--- src/rtl/gpio_modport_pkg.sv ---
// Shared constants for the gpio_modport APB GPIO block: widths, offsets, register index.
// Latency: none (declarations only).
// Backpressure: none (declarations only).
package gpio_modport_pkg;

  localparam int DEF_PADDR_SIZE = 8;
  localparam int DEF_PDATA_SIZE = 32;

  // Byte offsets of the register file (PADDR[5:0])
  localparam logic [5:0] OFS_MODE    = 6'h00;
  localparam logic [5:0] OFS_DIR     = 6'h04;
  localparam logic [5:0] OFS_OUT     = 6'h08;
  localparam logic [5:0] OFS_IN      = 6'h0C;
  localparam logic [5:0] OFS_TR_TYPE = 6'h10;
  localparam logic [5:0] OFS_TR_LVL0 = 6'h14;
  localparam logic [5:0] OFS_TR_LVL1 = 6'h18;
  localparam logic [5:0] OFS_TR_STAT = 6'h1C;
  localparam logic [5:0] OFS_IRQ_ENA = 6'h20;

  // Register index as carried by PADDR[5:2]
  typedef enum logic [3:0] {
    REG_MODE    = 4'd0,
    REG_DIR     = 4'd1,
    REG_OUT     = 4'd2,
    REG_IN      = 4'd3,
    REG_TR_TYPE = 4'd4,
    REG_TR_LVL0 = 4'd5,
    REG_TR_LVL1 = 4'd6,
    REG_TR_STAT = 4'd7,
    REG_IRQ_ENA = 4'd8
  } reg_idx_e;

endpackage

--- src/rtl/gpio_modport_sync.sv ---
// Two-flop synchronizer for asynchronous pad inputs plus a previous-value flop for edge detection.
// Latency: input captured at edge k is visible on s after edge k+1; p lags s by one cycle.
// Backpressure: none; samples every cycle.
module gpio_modport_sync #(
  parameter int WIDTH = 32
) (
  input  logic             clk,
  input  logic             rst_n,
  input  logic [WIDTH-1:0] d,
  output logic [WIDTH-1:0] s,
  output logic [WIDTH-1:0] p
);

  logic [WIDTH-1:0] meta;

  // Metastability stage, stable stage and one-cycle history for edge detection
  always_ff @(posedge clk) begin
    if (!rst_n) begin
      meta <= '0;
      s    <= '0;
      p    <= '0;
    end else begin
      meta <= d;
      s    <= meta;
      p    <= s;
    end
  end

endmodule

--- src/rtl/gpio_modport.sv ---
// APB4 GPIO slave: per-pin direction, push-pull/open-drain, synced readback, optional IRQ (GPIO_IRQ_EN).
// Latency: zero-wait-state APB; writes visible on pads after the commit edge; input to IN in 2 edges.
// Backpressure: none; PREADY is tied high, illegal accesses answer with PSLVERR and are dropped.
module gpio_modport
  import gpio_modport_pkg::*;
#(
  parameter int PADDR_SIZE = DEF_PADDR_SIZE,
  parameter int PDATA_SIZE = DEF_PDATA_SIZE
) (
  input  logic                    PCLK,
  input  logic                    PRESETn,
  input  logic                    PSEL,
  input  logic                    PENABLE,
  input  logic [PADDR_SIZE-1:0]   PADDR,
  input  logic                    PWRITE,
  input  logic [PDATA_SIZE/8-1:0] PSTRB,
  input  logic [PDATA_SIZE-1:0]   PWDATA,
  output logic [PDATA_SIZE-1:0]   PRDATA,
  output logic                    PREADY,
  output logic                    PSLVERR,
  input  logic [PDATA_SIZE-1:0]   gpio_i,
  output logic [PDATA_SIZE-1:0]   gpio_o,
  output logic [PDATA_SIZE-1:0]   gpio_oe,
  output logic                    irq_o
);

  localparam int NB = PDATA_SIZE / 8;

  logic [5:0]            ofs;
  reg_idx_e              idx;
  logic                  mapped;
  logic                  bad;
  logic                  access;
  logic                  wr_commit;
  logic [PDATA_SIZE-1:0] wmask;
  logic [PDATA_SIZE-1:0] mode_q;
  logic [PDATA_SIZE-1:0] dir_q;
  logic [PDATA_SIZE-1:0] out_q;
  logic [PDATA_SIZE-1:0] sync_s;
  logic [PDATA_SIZE-1:0] sync_p;
  logic [PDATA_SIZE-1:0] rd_mux;
  logic                  unused_ok;

  assign ofs = PADDR[5:0];
  assign idx = reg_idx_e'(PADDR[5:2]);

  gpio_modport_sync #(.WIDTH(PDATA_SIZE)) u_sync (
    .clk   (PCLK),
    .rst_n (PRESETn),
    .d     (gpio_i),
    .s     (sync_s),
    .p     (sync_p)
  );

  // Address decode: full 6-bit offset compare, so misaligned addresses are unmapped
  always_comb begin
    mapped = 1'b0;
    if (ofs == OFS_MODE || ofs == OFS_DIR || ofs == OFS_OUT || ofs == OFS_IN)
      mapped = 1'b1;
`ifdef GPIO_IRQ_EN
    if (ofs == OFS_TR_TYPE || ofs == OFS_TR_LVL0 || ofs == OFS_TR_LVL1 ||
        ofs == OFS_TR_STAT || ofs == OFS_IRQ_ENA)
      mapped = 1'b1;
`endif
  end

  assign bad       = ~mapped | (PWRITE & (ofs == OFS_IN));
  assign access    = PSEL & PENABLE;
  assign PREADY    = 1'b1;
  assign PSLVERR   = PRESETn & access & bad;
  assign wr_commit = access & PWRITE & ~bad;

  for (genvar b = 0; b < NB; b++) begin : g_wmask
    assign wmask[b*8 +: 8] = {8{PSTRB[b]}};
  end

  // Pad-control registers with byte-lane merge
  always_ff @(posedge PCLK) begin
    if (!PRESETn) begin
      mode_q <= '0;
      dir_q  <= '0;
      out_q  <= '0;
    end else if (wr_commit) begin
      case (idx)
        REG_MODE: mode_q <= (mode_q & ~wmask) | (PWDATA & wmask);
        REG_DIR:  dir_q  <= (dir_q  & ~wmask) | (PWDATA & wmask);
        REG_OUT:  out_q  <= (out_q  & ~wmask) | (PWDATA & wmask);
        default: ;
      endcase
    end
  end

  // Open-drain pins never drive high: they release (oe=0) for a 1 and pull low for a 0
  assign gpio_o  = out_q & ~mode_q;
  assign gpio_oe = dir_q & ~(mode_q & out_q);

`ifdef GPIO_IRQ_EN
  logic [PDATA_SIZE-1:0] tr_type_q;
  logic [PDATA_SIZE-1:0] lvl0_q;
  logic [PDATA_SIZE-1:0] lvl1_q;
  logic [PDATA_SIZE-1:0] stat_q;
  logic                  ena_q;
  logic [PDATA_SIZE-1:0] trig;
  logic [PDATA_SIZE-1:0] clr;

  // Per-pin trigger: edge pins compare current and previous synced value, level pins use current only
  always_comb begin
    trig = ( tr_type_q & ((lvl1_q & sync_s & ~sync_p) | (lvl0_q & ~sync_s & sync_p)))
         | (~tr_type_q & ((lvl1_q & sync_s) | (lvl0_q & ~sync_s)));
  end

  assign clr = (wr_commit && idx == REG_TR_STAT) ? (PWDATA & wmask) : '0;

  // Trigger configuration, global enable and sticky status (a new set beats a same-cycle clear)
  always_ff @(posedge PCLK) begin
    if (!PRESETn) begin
      tr_type_q <= '0;
      lvl0_q    <= '0;
      lvl1_q    <= '0;
      stat_q    <= '0;
      ena_q     <= 1'b0;
    end else begin
      if (wr_commit) begin
        case (idx)
          REG_TR_TYPE: tr_type_q <= (tr_type_q & ~wmask) | (PWDATA & wmask);
          REG_TR_LVL0: lvl0_q    <= (lvl0_q    & ~wmask) | (PWDATA & wmask);
          REG_TR_LVL1: lvl1_q    <= (lvl1_q    & ~wmask) | (PWDATA & wmask);
          REG_IRQ_ENA: if (PSTRB[0]) ena_q <= PWDATA[0];
          default: ;
        endcase
      end
      stat_q <= (stat_q & ~clr) | trig;
    end
  end

  assign irq_o     = ena_q & (|stat_q);
  assign unused_ok = ^PADDR[PADDR_SIZE-1:6];
`else
  assign irq_o     = 1'b0;
  assign unused_ok = ^{PADDR[PADDR_SIZE-1:6], sync_p};
`endif

  // Read-data selection for the addressed register
  always_comb begin
    rd_mux = '0;
    case (idx)
      REG_MODE:    rd_mux = mode_q;
      REG_DIR:     rd_mux = dir_q;
      REG_OUT:     rd_mux = out_q;
      REG_IN:      rd_mux = sync_s;
`ifdef GPIO_IRQ_EN
      REG_TR_TYPE: rd_mux = tr_type_q;
      REG_TR_LVL0: rd_mux = lvl0_q;
      REG_TR_LVL1: rd_mux = lvl1_q;
      REG_TR_STAT: rd_mux = stat_q;
      REG_IRQ_ENA: rd_mux = {{(PDATA_SIZE-1){1'b0}}, ena_q};
`endif
      default:     rd_mux = '0;
    endcase
  end

  assign PRDATA = (PRESETn & PSEL & ~PWRITE & mapped) ? rd_mux : '0;

endmodule

--- config.mk ---
export PLATFORM = sky130hd
export DESIGN_NAME = gpio_modport
export DESIGN_NICKNAME = d
export VERILOG_FILES = /design/src/rtl/gpio_modport_pkg.sv /design/src/rtl/gpio_modport_sync.sv /design/src/rtl/gpio_modport.sv
export SDC_FILE = /design/constraint.sdc
export NUM_CORES = 1
export LEC_CHECK = 0
export ABC_AREA = 0
export CAP_MARGIN = 10
export CORE_ASPECT_RATIO = 0.9
export CORE_MARGIN = 3
export CORE_UTILIZATION = 40
export DETAILED_ROUTE_END_ITERATION = 10
export GPL_TIMING_DRIVEN = 0
export PLACE_DENSITY = 0.69
export SETUP_SLACK_MARGIN = 0.5
export SYNTH_ARGS = -nofsm -noshare
export SYNTH_HDL_FRONTEND = slang
export SYNTH_SLANG_ARGS = --single-unit
--- constraint.sdc ---
create_clock -name PCLK -period 3.37 [get_ports PCLK]
set_input_delay 0.8425 -clock PCLK [delete_from_list [all_inputs] [get_ports PCLK]]
set_output_delay 0.8425 -clock PCLK [all_outputs]
set_load 0.03 [all_outputs]
* Word level (Yosys, flattened, before mapping)
Cells that the tools add are included.
** Storage, ports and cells
- Register bits after elaboration :: 160
- Latch bits :: 0
- Bits in writable memories :: 0
- Memory bits (read-only) :: 0
- Bits of input ports :: 81
- Word-level logic and storage cells :: 48
- Memories kept :: 0
** Cells by class
- Add/subtract/negate cells :: 0
- $mul :: 0
- Divide/modulo/power cells :: 0
- Magnitude comparators :: 0
- Equal/unequal tests :: 6
- Shift operators :: 0
- Mux-type cells :: 3
- Bitwise operators :: 26
- Reductions and logical operators :: 8
** Operator list (number)
- 32-bit AND :: 7
- 32-bit case mux with 4 select lines :: 1
- 32-bit inverter :: 3
- 32-bit bitwise OR :: 3
- 32-bit 2-to-1 mux :: 1
- 6-bit by 4-bit == test with 1-bit output (second input constant) :: 2
- 1-bit AND :: 9
- 4-bit by 2-bit == test with 1-bit output (second input constant) :: 2
- 6-bit by 3-bit == test with 1-bit output (second input constant) :: 1
- 6-bit zero test :: 1
- 2-bit AND reduction :: 3
- 4-bit by 1-bit == test with 1-bit output (second input constant) :: 1
- 4-bit zero test :: 1
- 1-bit logical OR :: 3
- 1-bit inverter :: 3
- 1-bit 2-to-1 mux :: 1
- 1-bit bitwise OR :: 1

* Longest topological paths before layout
- Word-level depth :: 10
- Depth in mapped cells :: 6
- Gate-level depth less buffers :: 3

* Hierarchy
Synthesis repeated with hierarchy kept, for this count alone.
** Second synthesis, totals
- Cells, all modules :: 775
- Area total of the unflattened synthesis :: 7772.5 um2
** Modules (own cells, without submodules)
- gpio_modport :: instances 1, cells an instance 573, area each 5168.7 um2
- gpio_modport_sync :: instances 1, cells an instance 202, area each 2603.7 um2

* Least setup slack after synthesis
OpenSTA, ideal clock, no wires.
- Path type :: input to output
- Start point :: input port PADDR[3]
- End point :: output port PRDATA[0]
- Arrival time :: 2.495 ns
- Path slack :: 0.033 ns
- Stages on the path :: 5
- Buffers on the path :: 2
- Cell sequence :: buf_2 nor4_4 buf_2 nand2_1 a21oi_1
** On the way
- Word-level cells in the longest chain between the ends :: 7
- Elaborated cells between the ends (all ways) :: 15
** RTL lines
- start: declaration :: line gpio_modport.sv:14 : input logic [PADDR_SIZE-1:0] PADDR,
- 6-bit by 3-bit == test with 1-bit output / 6-bit zero test (equally long branches) :: line gpio_modport.sv:58 : if (ofs == OFS_MODE || ofs == OFS_DIR || ofs == OFS_OUT || ofs == OFS_IN)
- 1-bit logical OR (3 in series) :: line gpio_modport.sv:58
- 1-bit 2-to-1 mux :: line gpio_modport.sv:58
- 1-bit AND :: line gpio_modport.sv:162 : assign PRDATA = (PRESETn & PSEL & ~PWRITE & mapped) ? rd_mux : '0;
- 32-bit 2-to-1 mux (*) :: line gpio_modport.sv:162
- end: declaration :: line gpio_modport.sv:18 : output logic [PDATA_SIZE-1:0] PRDATA,
Mark *: on every way between the ends. The rest lies on a longest branch, timed or not.

* Final worst setup path
- Start point :: input port PADDR[4]
- End point :: output port PRDATA[26]
Same word-level chain as after synthesis.

==> qor.yml <==
die_h_um: 130
core_um2: 16500
ys_warn_count: 0
cts_tree: "yes"
worstMarginPinSlew_ns: 0.723
io_pins: 180
drive_gt1_share_pct: 22.0
gp_congestion: 0.867
finalSetupViolCount: 0
drtIter0Drc: 236
drc: 0
grt_max_degree: 17
fp.dieW_um: 144
cap_violations: 0
drtAntennaViolNets: 0
clock_path_buffers: 2
syn_area_um2: 6880
nets: 1001
leakagePower_nw: 4.35
crit_arrival_ns: 2.17
layout_common_cells: "160 x dfxtp_1, 150 x nand2_1, 134 x clkdlybuf4s50_1"
worst_clock_skew_ns: 0.00577
finalHoldViolCount: 0
h-tree-depth: 4
outcome: "finished clean"
cts_root_buf: "clkbuf_16"
cpMostUsedCell: "buf_6"
crit_type: "in2out"
final_common_cell: "dfxtp_1"
start_util_pct: 41.7
crit_path_max_fanout: 7
clock-sinks: 160
ys_ff_latch: 160
overflow: 0
numCtsBuffers: 17
start_kind: "input pin"
syn-num-nets: 790
antenna_found_initial: 3
syn_area_per_cell_um2: 9.70
wire_per_inst_um: 19.2
port_buffers: 173
slew_viol_final: 0
clock_latency_ns: 0.43
routed_wl_um: 21900
vias: 5933
finalCritPeriodShare_pct: 89.5
required_ns: 2.53
slew-limit-headroom_pct: 51.8
crit_chain: "buf_12 -> nor4_4 -> buf_4 -> nand4b_1 -> buf_6 -> clkbuf_16 -> a21oi_4 -> buf_6"
seq_area_frac_synth_pct: 46.6
final_util_pct: 62.5
grt_pass1_vias: 6178
area_delta_synth_final_pct: 49.9
syn_inst: 709
cpPeakStageDelay_ns: 0.24
synth_top_area_share_pct: 46.6
rsz0062_at_grt: "true"
yosysTopAreaCell: "dfxtp_1"
period_needed_ns: 3.02
ys_types: 24
dpl.hpwl_um: 15200
synth_area_leaders: "dfxtp_1 47%, mux2i_1 14%, nand2_1 8.7%, and2_1 5.8%, mux2_2 5.2%"
dieArea_um2: 18800
row_count: 44
grt_pass1_wl_um: 33500
globalRouteTotalUtil_pct: 23.5
tns_ns: 0
antenna_cells: 0
cellPowerDensity_nw_per_um2: 396
ir_worst_vdd_mv: 0.371
clk_pin_slew_ns: 0.06
worst_path_max_delay_cell: "nor4_4"
max_freq_ghz: 0.331
firstDrtPassIters: 5
worst_setup_path_end_kind: "output pin"
post_drt_via_cell_ratio: 5.20
min_path_type: "reg2reg"
worst max-delay path, delay by kind of cell:
| kind | cells | cell delay (ns) |
|---|---|---|
| AND/OR/NAND/NOR | 2 | 0.36 |
| buffers and inverters | 5 | 0.82 |
| AO/OA/AOI/OAI | 1 | 0.14 |
logic make-up (layout without fill, tap and decap cells):
| kind of cell | after synthesis | after routing | share of synthesized area [%] |
|---|---|---|---|
| compound gates | 97 | 97 | 9.38 |
| buf+inv | 45 | 269 | 2.76 |
| flops | 160 | 160 | 46.6 |
| mux | 128 | 128 | 19.2 |
| other cells | 2 | 2 | 0.109 |
| simple gates | 277 | 277 | 22.0 |
synthesized netlist by cell type, drive strengths merged:
library cell / instances
mux2: 32
and3: 1
clkbuf: 34
buf: 11
and2: 64
nand4: 10
nor3b: 1
nand4b: 1
conb: 2
nand3: 2
a21oi: 33
nor4b: 2
and4: 2
nand2: 160
a21boi: 32
a22oi: 32
mux2i: 96
nor4: 2
nor2b: 32
dfxtp: 160
per-stage QoR:
| step | worst slack, ns | instance area, um^2 | instances | total power, mW | hold slack, ns |
|---|---|---|---|---|---|
| 3_3_place_gp | -1.24 | 9310 | 1089 | 2.25 | 0.415 |
| 2_1_floorplan | 0.394 | 7320 | 709 | 2.10 | 0.412 |
| 5_1_grt | 0.312 | 10300 | 1140 | 4.21 | 0.443 |
| 3_5_place_dp | -1.36 | 9310 | 1089 | 2.26 | 0.418 |
| 4_1_cts | 0.384 | 10300 | 1138 | 4.10 | 0.433 |
| 6_report | 0.353 | 10300 | 1140 | 4.09 | 0.433 |
power by group:
part	leakage (nW)	switching [mW]	total (mW)	internal (mW)
logic	2.79	0.152	0.302	0.151
registers	1.30	0.00882	1.94	1.93
clock network	0.257	0.821	1.85	1.03
area by class of cell:
class,instances,area (um^2)
Sequential cell,160,3200
Clock inverter,14,135
Fill cell,1335,6200
Multi-Input combinational cell,504,3940
Tap cell,207,259
Clock buffer,18,429
Timing Repair Buffer,192,1950
Buffer,45,397
timing repair:
item / CTS / global route
hold buffers: 0 / 0
pin swaps: 4 / 0
setup endpoints to repair: 33 / 33
resized for setup: 302 / 2
buffers inserted: 11 / 2
gates cloned: 6 / 0
layer usage:
layer  GRT usage (%)  routed length (um)  vias to the layer above
met2            38.6               10400                      188
met5               0                  41                        -
li1                -                   -                     2841
met4            7.46                 390                        6
met3            6.22                1300                       37
met1            30.3                9720                     2861
path summary, 6_finish.rpt:
path,from,endpoint,slack [ns],cells after the start
max,PADDR[4],PRDATA[26],0.35,8
min,u_sync.meta[31],u_sync.s[31],0.43,1
max reg2reg,flop,flop,2.62,2
min reg2reg,u_sync.meta[31],u_sync.s[31],0.43,1
Power figures use the tool's default switching activity.
